<file path="src/rtl/alu_issue_ctrl.sv">
// Issue/sequence controller for the 16-bit ALU: handshake accept, operand fetch from an 8x16 RF, fixed-latency wait, writeback.
// Optional macro ALU_ISSUE_R0_ZERO_EN hardwires r0 to zero.
module alu_issue_ctrl #(
    parameter int ALU_LAT = 1,
    parameter int NREGS   = 8
) (
    input  logic        clk,
    input  logic        rst,
    input  logic        in_valid,
    output logic        in_ready,
    input  logic [15:0] in_instr,
    output logic [15:0] alu_a,
    output logic [15:0] alu_b,
    output logic        alu_sub,
    output logic [2:0]  alu_op,
    input  logic [15:0] alu_result,
    input  logic        alu_cout,
    input  logic        alu_overflow,
    input  logic        alu_no,
    input  logic        alu_zo,
    output logic        done,
    output logic        dz,
    output logic [3:0]  flags,
    input  logic [2:0]  dbg_addr,
    output logic [15:0] dbg_data
);

    localparam int CW = (ALU_LAT > 1) ? $clog2(ALU_LAT) : 1;
`ifdef ALU_ISSUE_R0_ZERO_EN
    localparam bit R0_ZERO = 1'b1;
`else
    localparam bit R0_ZERO = 1'b0;
`endif

    typedef enum logic [1:0] {S_IDLE, S_EXEC, S_WB} state_t;

    state_t          state_q, state_d;
    logic [CW-1:0]   cnt_q, cnt_d;
    logic [15:0]     instr_q;
    logic            divz_q;
    logic [15:0]     rf_q [NREGS];
    logic [15:0]     alu_a_q, alu_b_q;
    logic [2:0]      alu_op_q;
    logic            alu_sub_q;
    logic            dz_q;
    logic [3:0]      flags_q;

    logic            accept;
    logic [2:0]      op_in;
    logic [15:0]     opnd_a, opnd_b;
    logic            is_alu_in, divz_in;
    logic            wb_we, flags_we, dz_set;
    logic [15:0]     wb_data;
    logic [3:0]      flags_new;
    logic [NREGS-1:0] rf_we;

    assign op_in     = in_instr[15:13];
    assign opnd_a    = rf_q[in_instr[9:7]];
    assign opnd_b    = rf_q[in_instr[6:4]];
    assign is_alu_in = (op_in <= 3'd5);
    assign divz_in   = (op_in == 3'd5) && (opnd_b == 16'h0000);
    assign accept    = in_valid && in_ready;

    // State register
    always_ff @(posedge clk) begin
        if (rst) begin
            state_q <= S_IDLE;
            cnt_q   <= '0;
        end else begin
            state_q <= state_d;
            cnt_q   <= cnt_d;
        end
    end

    // Next-state logic; EXEC spans exactly ALU_LAT cycles
    always_comb begin
        state_d = state_q;
        cnt_d   = cnt_q;
        case (state_q)
            S_IDLE: begin
                if (accept) begin
                    if (is_alu_in && !divz_in) begin
                        state_d = S_EXEC;
                        cnt_d   = CW'(ALU_LAT - 1);
                    end else begin
                        state_d = S_WB;
                    end
                end
            end
            S_EXEC: begin
                if (cnt_q == '0) state_d = S_WB;
                else             cnt_d   = cnt_q - 1'b1;
            end
            S_WB:    state_d = S_IDLE;
            default: state_d = S_IDLE;
        endcase
    end

    // Outputs are masked during reset so an aborted instruction never signals
    always_comb begin
        in_ready = (state_q == S_IDLE) && !rst;
        done     = (state_q == S_WB) && !rst;
    end

    always_comb begin
        wb_we     = 1'b0;
        flags_we  = 1'b0;
        dz_set    = 1'b0;
        wb_data   = alu_result;
        flags_new = flags_q;
        if (state_q == S_WB) begin
            case (instr_q[15:13])
                3'd0, 3'd1: begin
                    wb_we     = 1'b1;
                    flags_we  = 1'b1;
                    flags_new = {alu_cout, alu_overflow, alu_no, alu_zo};
                end
                3'd2, 3'd3, 3'd4, 3'd5: begin
                    wb_we    = 1'b1;
                    flags_we = 1'b1;
                    if (instr_q[15:13] == 3'd5 && divz_q) begin
                        wb_data   = 16'hFFFF;
                        flags_new = 4'b0010;
                        dz_set    = 1'b1;
                    end else begin
                        flags_new = {2'b00, alu_result[15], alu_result == 16'h0000};
                    end
                end
                3'd6: begin
                    wb_we     = 1'b1;
                    flags_we  = 1'b1;
                    wb_data   = {6'b0, instr_q[9:0]};
                    flags_new = {3'b000, instr_q[9:0] == 10'd0};
                end
                default: ;
            endcase
        end
    end

    // r0 never takes a write when hardwired, so it reads back as its reset value
    generate
        for (genvar gi = 0; gi < NREGS; gi++) begin : g_we
            assign rf_we[gi] = wb_we && (instr_q[12:10] == 3'(gi)) && !(R0_ZERO && gi == 0);
        end
    endgenerate

    always_ff @(posedge clk) begin
        if (rst) begin
            instr_q   <= '0;
            divz_q    <= 1'b0;
            alu_a_q   <= '0;
            alu_b_q   <= '0;
            alu_op_q  <= '0;
            alu_sub_q <= 1'b0;
            dz_q      <= 1'b0;
            flags_q   <= '0;
            for (int i = 0; i < NREGS; i++) rf_q[i] <= '0;
        end else begin
            if (accept) begin
                instr_q <= in_instr;
                divz_q  <= divz_in;
                if (is_alu_in) begin
                    alu_a_q   <= opnd_a;
                    alu_b_q   <= opnd_b;
                    alu_op_q  <= op_in;
                    alu_sub_q <= (op_in == 3'd1);
                end
            end
            if (flags_we) flags_q <= flags_new;
            if (dz_set)   dz_q    <= 1'b1;
            for (int i = 0; i < NREGS; i++) begin
                if (rf_we[i]) rf_q[i] <= wb_data;
            end
        end
    end

    assign alu_a    = alu_a_q;
    assign alu_b    = alu_b_q;
    assign alu_op   = alu_op_q;
    assign alu_sub  = alu_sub_q;
    assign dz       = dz_q;
    assign flags    = flags_q;
    assign dbg_data = rf_q[dbg_addr];

endmodule
</file>
<file path="config.mk">
export PLATFORM = sky130hd
export DESIGN_NAME = alu_issue_ctrl
export DESIGN_NICKNAME = d
export VERILOG_FILES = /design/src/rtl/alu_issue_ctrl.sv
export SDC_FILE = /design/constraint.sdc
export NUM_CORES = 1
export LEC_CHECK = 0
export BUFFER_PORTS_ARGS = -buffer_cell sky130_fd_sc_hd__buf_4
export CORE_MARGIN = 2
export CORE_UTILIZATION = 35
export CTS_BUF_LIST = sky130_fd_sc_hd__clkbuf_2 sky130_fd_sc_hd__clkbuf_4 sky130_fd_sc_hd__clkbuf_8
export DETAILED_ROUTE_END_ITERATION = 6
export PLACE_DENSITY = 0.52
export SLEW_MARGIN = 0
export SYNTH_ARGS = -nofsm -noshare
export SYNTH_HDL_FRONTEND = slang
export SYNTH_SLANG_ARGS = --single-unit
</file>
<file path="constraint.sdc">
create_clock -name clk -period 2.5 [get_ports clk]
set_input_delay 0.625 -clock clk [delete_from_list [all_inputs] [get_ports clk]]
set_output_delay 0.625 -clock clk [all_outputs]
set_load 0.1 [all_outputs]
</file>
# Yosys cells after proc, flatten, opt, wreduce, memory -nomap -nowiden

Memory sizes are Yosys's and may differ from the RTL's. A register that Yosys moved wholly into a read port is not among the register bits.
Cells that the tools add are included.

Add/sub/neg operators: 1
Multiply operators: 0
Div/mod/pow operators: 0
Order comparisons: 1
Equality and inequality tests: 20
Shifts and indexed selects: 0
Multiplexer cells: 52
Bitwise gates (word level): 8
Reductions and logical operators: 31

Operators by type and width:

| cell                                                | number |
|---|---|
| 2-to-1 mux 16 bit                                   | 10 |
| 2-to-1 mux 1 bit                                    | 34 |
| logical NOT 16 bit                                  | 2 |
| one-hot mux 16 bit (2 select lines)                 | 1 |
| equality test 3 bit, second input constant          | 8 |
| logical AND 1 bit                                   | 14 |
| equality test 3 x 2 -> 1 bit, second input constant | 4 |
| one-hot mux 4 bit (3 select lines)                  | 1 |
| logical NOT 10 bit                                  | 1 |
| equality test 3 x 1 -> 1 bit, second input constant | 3 |
| 2-to-1 mux 2 bit                                    | 4 |
| OR 1 bit                                            | 8 |
| OR reduction 7 bit                                  | 1 |
| logical NOT 3 bit                                   | 2 |
| != test 2 bit, second input constant                | 3 |
| AND reduction 3 bit                                 | 2 |
| one-hot mux 2 bit (2 select lines)                  | 1 |
| AND reduction 2 bit                                 | 2 |
| OR reduction 4 bit                                  | 1 |
| <= comparator 3 bit, second input constant          | 1 |
| nonzero test 3 bit                                  | 1 |
| equality test 2 x 1 -> 1 bit, second input constant | 1 |
| equality test 2 bit, second input constant          | 1 |
| logical NOT 1 bit                                   | 2 |
| other kinds (5)                                     | 5 |

Register bits: 45
Latch bits: 0
RAM bits: 128
Memory bits (read-only): 0
Input port bits: 42
Output and inout port bits: 59
Logic and storage cells: 123
Memories: 1

Memory list:

| memory | words | bits a word | read ports | clocked after Yosys merged registers in | wr ports | RTL line | source |
|---|---|---|---|---|---|---|---|
| rf_q   | 8     | 16          | 3          | 1                                       | 8        | 41       | `logic [15:0] rf_q [NREGS];` |

# Depth between registers and ports, before layout

Gate-level depths: netlist of run 1.

Word-level depth: 9
Mapped depth: 9
Depth with buffers taken out: 7

# Least setup slack after synthesis of run 1

Ideal clock, no wire load.

Path kind: input-to-reg
Start: in rst
End: reg alu_a_q[10], in the netlist alu_a[10], read port of rf_q
Library setup time: 0.086 ns
Data arrival time: 4.146 ns
Required time: 2.414 ns
Setup slack: -1.731 ns
Stages: 8
Path buffers: 3
Cells stage by stage: clkbuf_1 > nor3_1 > nand2_1 > a21oi_1 > clkbuf_1 > buf_2 > nor2_1 > a211oi_1

Cells in the longest elaborated chain, start to end: 4

RTL lines:

| what                                 | RTL line | source |
|---|---|---|
| start: declaration                   | 8        | `input logic rst,` |
| logical NOT 1 bit                    | 101      | `in_ready = (state_q == S_IDLE) && !rst;` |
| logical AND 1 bit                    | 101      |  |
| named net in_ready                   | 10       | `output logic in_ready,` |
| logical AND 1 bit                    | 62       | `assign accept = in_valid && in_ready;` |
| AND reduction 2 bit (no source line) | --       |  |
| end: declaration                     | 42       | `logic [15:0] alu_a_q, alu_b_q;` |

The timed path passes the listed nets, and every way through them passes these cells.
A chain may end at the register's enable or synchronous reset.

# Worst setup path after layout of run 1

Start: in dbg_addr[0]
End: out dbg_data[7]

Cells in the longest elaborated chain, start to end: 1

RTL lines:

| what                | RTL line | source |
|---|---|---|
| start: declaration  | 24       | `input logic [2:0] dbg_addr,` |
| memory (8 x 16 bit) | --       |  |
| end: declaration    | 25       | `output logic [15:0] dbg_data` |

No other way between the ends.

==> results.md, run 1 <==
| Group | Quantity | Reported |
|:---|:---|:---|
| yosys | Number of distinct library cells after synthesis | 42 |
| timing | Clock skew after layout | 0.0207 ns |
| timing | Worst-case headroom to the max-slew limit | 0.627 |
| finish | Area growth from synthesis to final layout | 29.6% |
| finish | Filler cells | 2585 |
| clocking | Clock root buffer master | clkbuf_8 |
| run status | Outcome | finished, violations left |
| clocking | Post-CTS Hold Fix Bufs | 0 |
| timing | Final max-slew violation count | 0 |
| floorplanning | Y dimension of the die | 171 um |
| power | Leakage power summed over all cells | 4.96 nW |
| power | Pwr dens | 604 nW/um^2 |
| timing | Final Setup Violations | 14 |
| timing | Min setup slack post-route | -0.0365 ns |
| timing | Post-layout min period | 2.54 ns |
| clocking | Clock transition time at the flip-flop clock pins of the worst setup and hold paths | 0.12 ns |
| finish | Number of cells in the finished layout apart from fillers | 1352 |
| clocking | Maximum buffer depth of the clock tree | 2 |
| yosys | Number of nets in the synthesized netlist | 807 |
| timing | RSZ-0062 raised after global routing | true |
| worst setup path | Worst reg2reg path depth | 8 |
| route | Number of optimization iterations in the first detailed-route pass | 7 |
| worst setup path | Crit end category | output pin |
| worst setup path | Cell type of the slowest stage on the worst timing path | mux4_2 |
| timing | FMAX | 394 MHz |
| clocking | TritonCTS clock tree | built |
| worst setup path | Launching element type of the critical path | primary input |
| grt | Via count of the first global-routing pass | 7196 |
| floorplanning | Standard-cell rows | 61 |
| power | Max rail drop VDD | 0.325 mV |
| route | Avg Vias per Cell | 5.45 |
| worst setup path | Largest delay contributor family on the critical path | multiplexers |
| yosys | Sequential element share of the synthesized area | 0.516 |
| worst setup path | R2r endpoint | rf_q[7][10] |
| clocking | Insertion delay to the later sink of the worst-skew pair | 0.48 ns |
| route | DRC violation count after routing | 0 |
| route | Routed vias | 7375 |
| worst setup path | Startpoint of the worst register-to-register path | instr_q[14] |
| route | Number of routed nets with antenna violations | 0 |
| timing | Hold Violations, Final | 0 |
| hold path | Worst Hold Path Cells | 3 |
| worst setup path | WP buf/inv | 3 |
| route | First DRT Iteration DRCs | 814 |
| clocking | Max H-tree Level | 4 |
| route | Overall routed net length | 31.7 mm |
| hold path | Startpoint of the worst hold path | in_instr[10] |
| yosys | Area share of the leading cell type in the synthesized netlist | 0.393 |
| grt | Initial antenna violation count | 0 |
| worst setup path | Critical Path RT | 1.88 ns |
| hold path | Min-Delay Path Class | primary input to register |
| worst setup path | Most prevalent standard cell on the critical path | buf_12 |
| placement | HPWL after DPL | 22.5 mm |
| finish | Commonest non-fill, non-tap cells in the layout | buf_4, nor2_1, edfxtp_1, mux4_2 |
| worst setup path | Reg-to-reg slack, setup | 0.19 ns |
| worst setup path | Maximum fanout encountered on the critical timing path | 8 |
| grt | Wire length of the first global-routing pass | 46.3 mm |
| floorplanning | # IOs | 101 |
| route | Per-cell routed wire length | 23.4 um |
| placement | Placed insts | 1283 |
| floorplanning | Die W | 171 um |
| yosys | Synth Instances | 764 |
| yosys | Warning count from the yosys run | 0 |
| placement | Input/output buffers | 100 |
| job | Number of max-capacitance violations reported | 0 |
| clocking | Number of clock buffers inserted by TritonCTS | 17 |
| timing | Slew of the pin with the lowest slew margin | 0.558 ns |
| clocking | Clock sink count | 188 |
| finish | Layout Nets | 1004 |
| finish | Commonest non-fill, non-tap cell in the layout | buf_4 |
| grt | Maximum number of pins on one net before global-route repair | 46 |
| timing | Final worst-path cycle share | 1.01 |
| worst setup path | Kind of critical path | primary input to output pin |
| yosys | Number of synthesized register bits | 188 |
| floorplanning | Overall die area | 29300 um^2 |
| run status | Violations in the final reports | negative setup slack |
| yosys | Post-Syn Area | 9770 um^2 |
| floorplanning | Initial core utilization | 0.354 |
| placement | Gpl congestion | 0.840 |
| worst setup path | Ordered cell list for the critical path | buf_12 > buf_12 > mux4_2 > mux2_4 > buf_12 |
| grt | GR Util All Layers | 0.220 |
| worst setup path | Largest stage delay on the critical path | 0.51 ns |
| finish | Diodes inserted | 0 |
| worst setup path | Worst EP arrival | 1.91 ns |
| yosys | Syn_area_per_cell | 12.8 um^2 |
| floorplanning | Core area | 27600 um^2 |
| hold path | Hold Crit Endpoint | instr_q[10] |
| grt | Congestion Overflow GR | 0 |
| timing | Final-layout worst hold slack | 0.379 ns |
| yosys | Largest cells by area after synthesis | edfxtp_1, mux4_2, dfxtp_1, nor2_1, mux2i_1 |
| yosys | Leading area contributor after synthesis | edfxtp_1 |
| finish | Fraction of final layout cells sized beyond drive strength 1 | 0.408 |
-- flip-flops by register name, indices dropped and copies added (netlist names) --
register  flops
rf_q        128
alu_a        16
alu_b        16
instr_q      16
flags         4
alu_op        3
state_q       2
alu_sub       1
divz_q        1
dz            1
-- logic make-up (layout without fill, tap and decap cells) --
family,Yosys count,count (layout),synth area share
and+or+nand+nor,253,253,0.108
DFF,188,188,0.516
muxes,147,147,0.277
AOI/OAI and AO/OA,92,92,0.0621
buffers and inverters,83,293,0.0355
adders and majority gates,1,1,0.00128
-- area by class of cell --
class | count | area [um^2] | share of cell area
Clock buffer | 17 | 234 | 0.0185
Tap cell | 378 | 473 | 0.0373
Multi-Input combinational cell | 493 | 4480 | 0.354
Sequential cell | 188 | 5040 | 0.398
Inverter | 23 | 86.3 | 0.00682
Timing Repair Buffer | 238 | 2180 | 0.172
Clock inverter | 15 | 170 | 0.0134
-- worst max-delay path by stage --
| stage | from | to | slack (ns) | depth (start not counted) |
|---|---|---|---|---|
| 2_1_floorplan | rst | alu_a[11] | -0.06 | 8 |
| 4_1_cts | dbg_addr[0] | dbg_data[7] | -0.05 | 5 |
| 3_3_place_gp | dbg_addr[0] | dbg_data[7] | -0.10 | 5 |
| 5_1_grt | rf_q[0][13] | dbg_data[13] | -0.07 | 3 |
| 6_report | dbg_addr[0] | dbg_data[7] | -0.04 | 5 |
| 3_5_place_dp | dbg_addr[0] | dbg_data[7] | -0.13 | 5 |
-- stage by stage --
| stage | area [um^2] | setup WS, ns | util | TNS (ns) | power, W |
|---|---|---|---|---|---|
| 2_1_floorplan | 9940 | -0.0556 | - | -1.37 | 0.00484 |
| 3_3_place_gp | 11700 | -0.104 | 0.424 | -1.60 | 0.00543 |
| 3_5_place_dp | 11700 | -0.126 | 0.424 | -1.85 | 0.00544 |
| 4_1_cts | 12500 | -0.0502 | 0.451 | -0.509 | 0.00766 |
| 5_1_grt | 12700 | -0.0708 | 0.458 | -0.787 | 0.00790 |
| 6_report | 12700 | -0.0365 | 0.458 | -0.271 | 0.00765 |
-- layer usage --
metal / vias up / track usage / routed length [um]
met3: 34 / 0.0361 / 1840
met2: 263 / 0.373 / 15800
li1: 3303 / - / -
met5: - / 0 / 0
met4: 0 / 0.0586 / 558
met1: 3775 / 0.292 / 13500
-- what timing repair did --
action | 4_1_cts | 5_1_grt
buffers inserted | 11 | 24
gates cloned | 2 | 0
gates resized for setup | 53 | 4
setup endpoints to repair | 16 | 54
-- where the power goes --
part           internal (W)  switching (W)  leakage, nW  total (W)
sequential          0.00347       0.000121         1.81    0.00359
combinational      0.000775        0.00115         2.94    0.00192
clock              0.000881        0.00125        0.213    0.00213
total               0.00513        0.00252         4.96    0.00765
-- tightest hold or removal path, delay by kind of cell --
kind                   cells  cell delay (ns)
buffers and inverters      1             0.11
AND/OR/NAND/NOR            1             0.05
AO/OA/AOI/OAI              1             0.05
-- cells in the mapped netlist, drive strengths merged --
cell    number
nand2       63
or3          2
and3b        1
nand4        2
nor3b        1
nor3        10
nor4         5
mux4        97
nand3        7
a311oi       2
nand4b       1
a21oi       33
or3b         1
clkbuf      41
ha           1
nor4b        1
mux2i       34
or4          2
inv         23
a22oi        4
buf         19
o21ai        3
dfxtp       60
a22o         4
edfxtp     128
a31oi        2
and4b        1
a211oi      32
nor2b        3
mux2        16
nor2       149
a32oi        1
and2         4
a21o        10
o31ai        1
Power figures use the tool's default switching activity.
==> run 2: changes to the inputs <==
TNS_END_PERCENT = 30   (was unset)
==> run 2 against run 1 <==
  * The flow still finishes with violations (negative setup slack)
  * Non-clock buffer count down 43
  * Die area unchanged
  * First-iteration DRC count down 12%
  * Power down 1.9%
  * Utilization down 1.1 points
  * Sequential cell count unchanged
  * Critical path type unchanged
  * Largest power group unchanged
==> results.md, run 2 (synthesis results as in run 1) <==
| Group | Quantity | Reported |
|:---|:---|:---|
| route | Length of routed met3 wiring | 1.47 mm |
| finish | Register ranked first by flip-flop count | rf_q |
| worst setup path | Largest stage delay on the critical path | 0.50 ns |
| worst setup path | Startpoint of the worst register-to-register path | instr_q[14] |
| timing | Clock skew after layout | 0.0168 ns |
| clocking | Post-CTS Hold Fix Bufs | 0 |
| route | Routed met2 length | 15.6 mm |
| power | Leakage power summed over all cells | 4.77 nW |
| finish | Filler cells | 2614 |
| job | Number of max-capacitance violations reported | 0 |
| timing | Final Setup Violations | 16 |
| grt | Via count of the first global-routing pass | 6976 |
| worst setup path | Kind of critical path | primary input to output pin |
| route | Per-cell routed wire length | 23.7 um |
| clocking | Clock transition time at the flip-flop clock pins of the worst setup and hold paths | 0.11 ns |
| floorplanning | Overall die area | 29300 um^2 |
| route | Avg Vias per Cell | 5.45 |
| worst setup path | Cell type of the slowest stage on the worst timing path | mux4_2 |
| timing | Final-layout worst hold slack | 0.390 ns |
| power | Total Power Consumption | 0.00750 W |
| power | Max rail drop VDD | 0.315 mV |
| placement | Input/output buffers | 100 |
| timing | Hold Violations, Final | 0 |
| clocking | Clock root buffer master | clkbuf_8 |
| grt | GR Util All Layers | 0.217 |
| timing | Final worst-path cycle share | 1.02 |
| clocking | Clock sink count | 188 |
| placement | HPWL after DPL | 22.5 mm |
| clocking | Insertion delay to the later sink of the worst-skew pair | 0.47 ns |
| finish | Commonest non-fill, non-tap cells in the layout | buf_4, nor2_1, edfxtp_1, mux4_2, nand2_1 |
| timing | Post-layout min period | 2.55 ns |
| finish | Area taken by multi-input logic gates | 4470 um^2 |
| timing | FMAX | 393 MHz |
| worst setup path | Critical Path RT | 1.88 ns |
| route | Number of routed nets with antenna violations | 0 |
| worst setup path | Worst EP arrival | 1.92 ns |
| timing | Worst-case headroom to the max-slew limit | 0.555 |
| route | Highest layer used for signal routing | met4 |
| worst setup path | Maximum fanout encountered on the critical timing path | 7 |
| floorplanning | Initial core utilization | 0.354 |
| floorplanning | Core area | 27600 um^2 |
| clocking | Number of clock buffers inserted by TritonCTS | 17 |
| route | Overall routed net length | 31.0 mm |
| finish | Commonest non-fill, non-tap cell in the layout | buf_4 |
| grt | Initial antenna violation count | 0 |
| route | Routed vias | 7128 |
| floorplanning | Standard-cell rows | 61 |
| finish | Diodes inserted | 0 |
| worst setup path | Crit end category | output pin |
| finish | Area growth from synthesis to final layout | 26.5% |
| grt | Maximum number of pins on one net before global-route repair | 53 |
| hold path | Min-Delay Path Class | primary input to register |
| worst setup path | Most prevalent standard cell on the critical path | buf_12 |
| timing | Final max-slew violation count | 0 |
| finish | Layout Nets | 961 |
| floorplanning | Y dimension of the die | 171 um |
| route | First DRT Iteration DRCs | 715 |
| finish | Sequential cell area | 5040 um^2 |
| timing | Setup_tns | -0.376 ns |
| floorplanning | # IOs | 101 |
| worst setup path | Launching element type of the critical path | primary input |
| floorplanning | Die W | 171 um |
| clocking | Maximum buffer depth of the clock tree | 2 |
| timing | RSZ-0062 raised after global routing | true |
| placement | Post-placement worst setup slack | -0.229 ns |
| finish | Fraction of final layout cells sized beyond drive strength 1 | 0.375 |
| worst setup path | Setup crit start | dbg_addr[0] |
| hold path | Startpoint of the worst hold path | in_instr[10] |
| route | Number of optimization iterations in the first detailed-route pass | 5 |
| worst setup path | Ordered cell list for the critical path | buf_16 > buf_12 > mux4_2 > mux2_4 > buf_12 |
| grt | Wire length of the first global-routing pass | 45.9 mm |
| route | DRC violation count after routing | 0 |
| clocking | TritonCTS clock tree | built |
| route | Post-Route M1 WL | 13.6 mm |
| run status | Violations in the final reports | negative setup slack |
| grt | Congestion Overflow GR | 0 |
| power | Pwr dens | 607 nW/um^2 |
| timing | Slew of the pin with the lowest slew margin | 0.661 ns |
| placement | Gpl congestion | 0.836 |
| timing | Min setup slack post-route | -0.0467 ns |
| run status | Outcome | finished, violations left |
| clocking | Max H-tree Level | 4 |
| finish | Largest register FFs | 128 |
==> run 2: worst paths after layout <==
check,endpoint,slack (ns),cells after the start
worst max register to register,rf_q[4][13],0.11,8
worst max-delay path,dbg_data[7],-0.05,5
worst min register to register,dz,0.45,2
worst min-delay path,instr_q[10],0.39,3
==> run 2: worst max-delay path: cells and delay by family <==
kind | cells | cell delay, ns
mux | 2 | 0.82
buf+inv | 3 | 0.46
==> run 2: power breakdown <==
part	internal (W)	total [W]	switching, W
Combinational	0.000747	0.00189	0.00114
Clock	0.000886	0.00202	0.00114
Sequential	0.00347	0.00359	0.000118
Total	0.00511	0.00750	0.00240
==> run 2: timing repair <==
action,4_1_cts,5_1_grt
endpoints found under the hold margin,0,0
endpoints found under the setup margin,16,25
setup buffers,0,2
resized for setup,55,1
cloned,3,1
==> run 2: stage by stage <==
stage | instances | utilization | instance area (um^2)
6_report | 1309 | 0.447 | 12400
5_1_grt | 1309 | 0.447 | 12400
4_1_cts | 1306 | 0.446 | 12300
3_5_place_dp | 1271 | 0.421 | 11600
3_3_place_gp | 1271 | 0.421 | 11600
2_1_floorplan | 764 | - | 9930
==> run 2: layer usage <==
layer	global-route usage	up-vias
met2	0.369	247
met5	0	-
li1	-	3221
met1	0.295	3635
met3	0.0305	25
met4	0.0479	0
==> run 2: cell type report <==
type / instances / area share
multi-input combinational: 493 / 0.361
tap: 378 / 0.0383
sequential: 188 / 0.408
clock inverter: 13 / 0.0102
inverter: 23 / 0.00698
clock buffer: 19 / 0.0206
timing repair buffer: 195 / 0.155
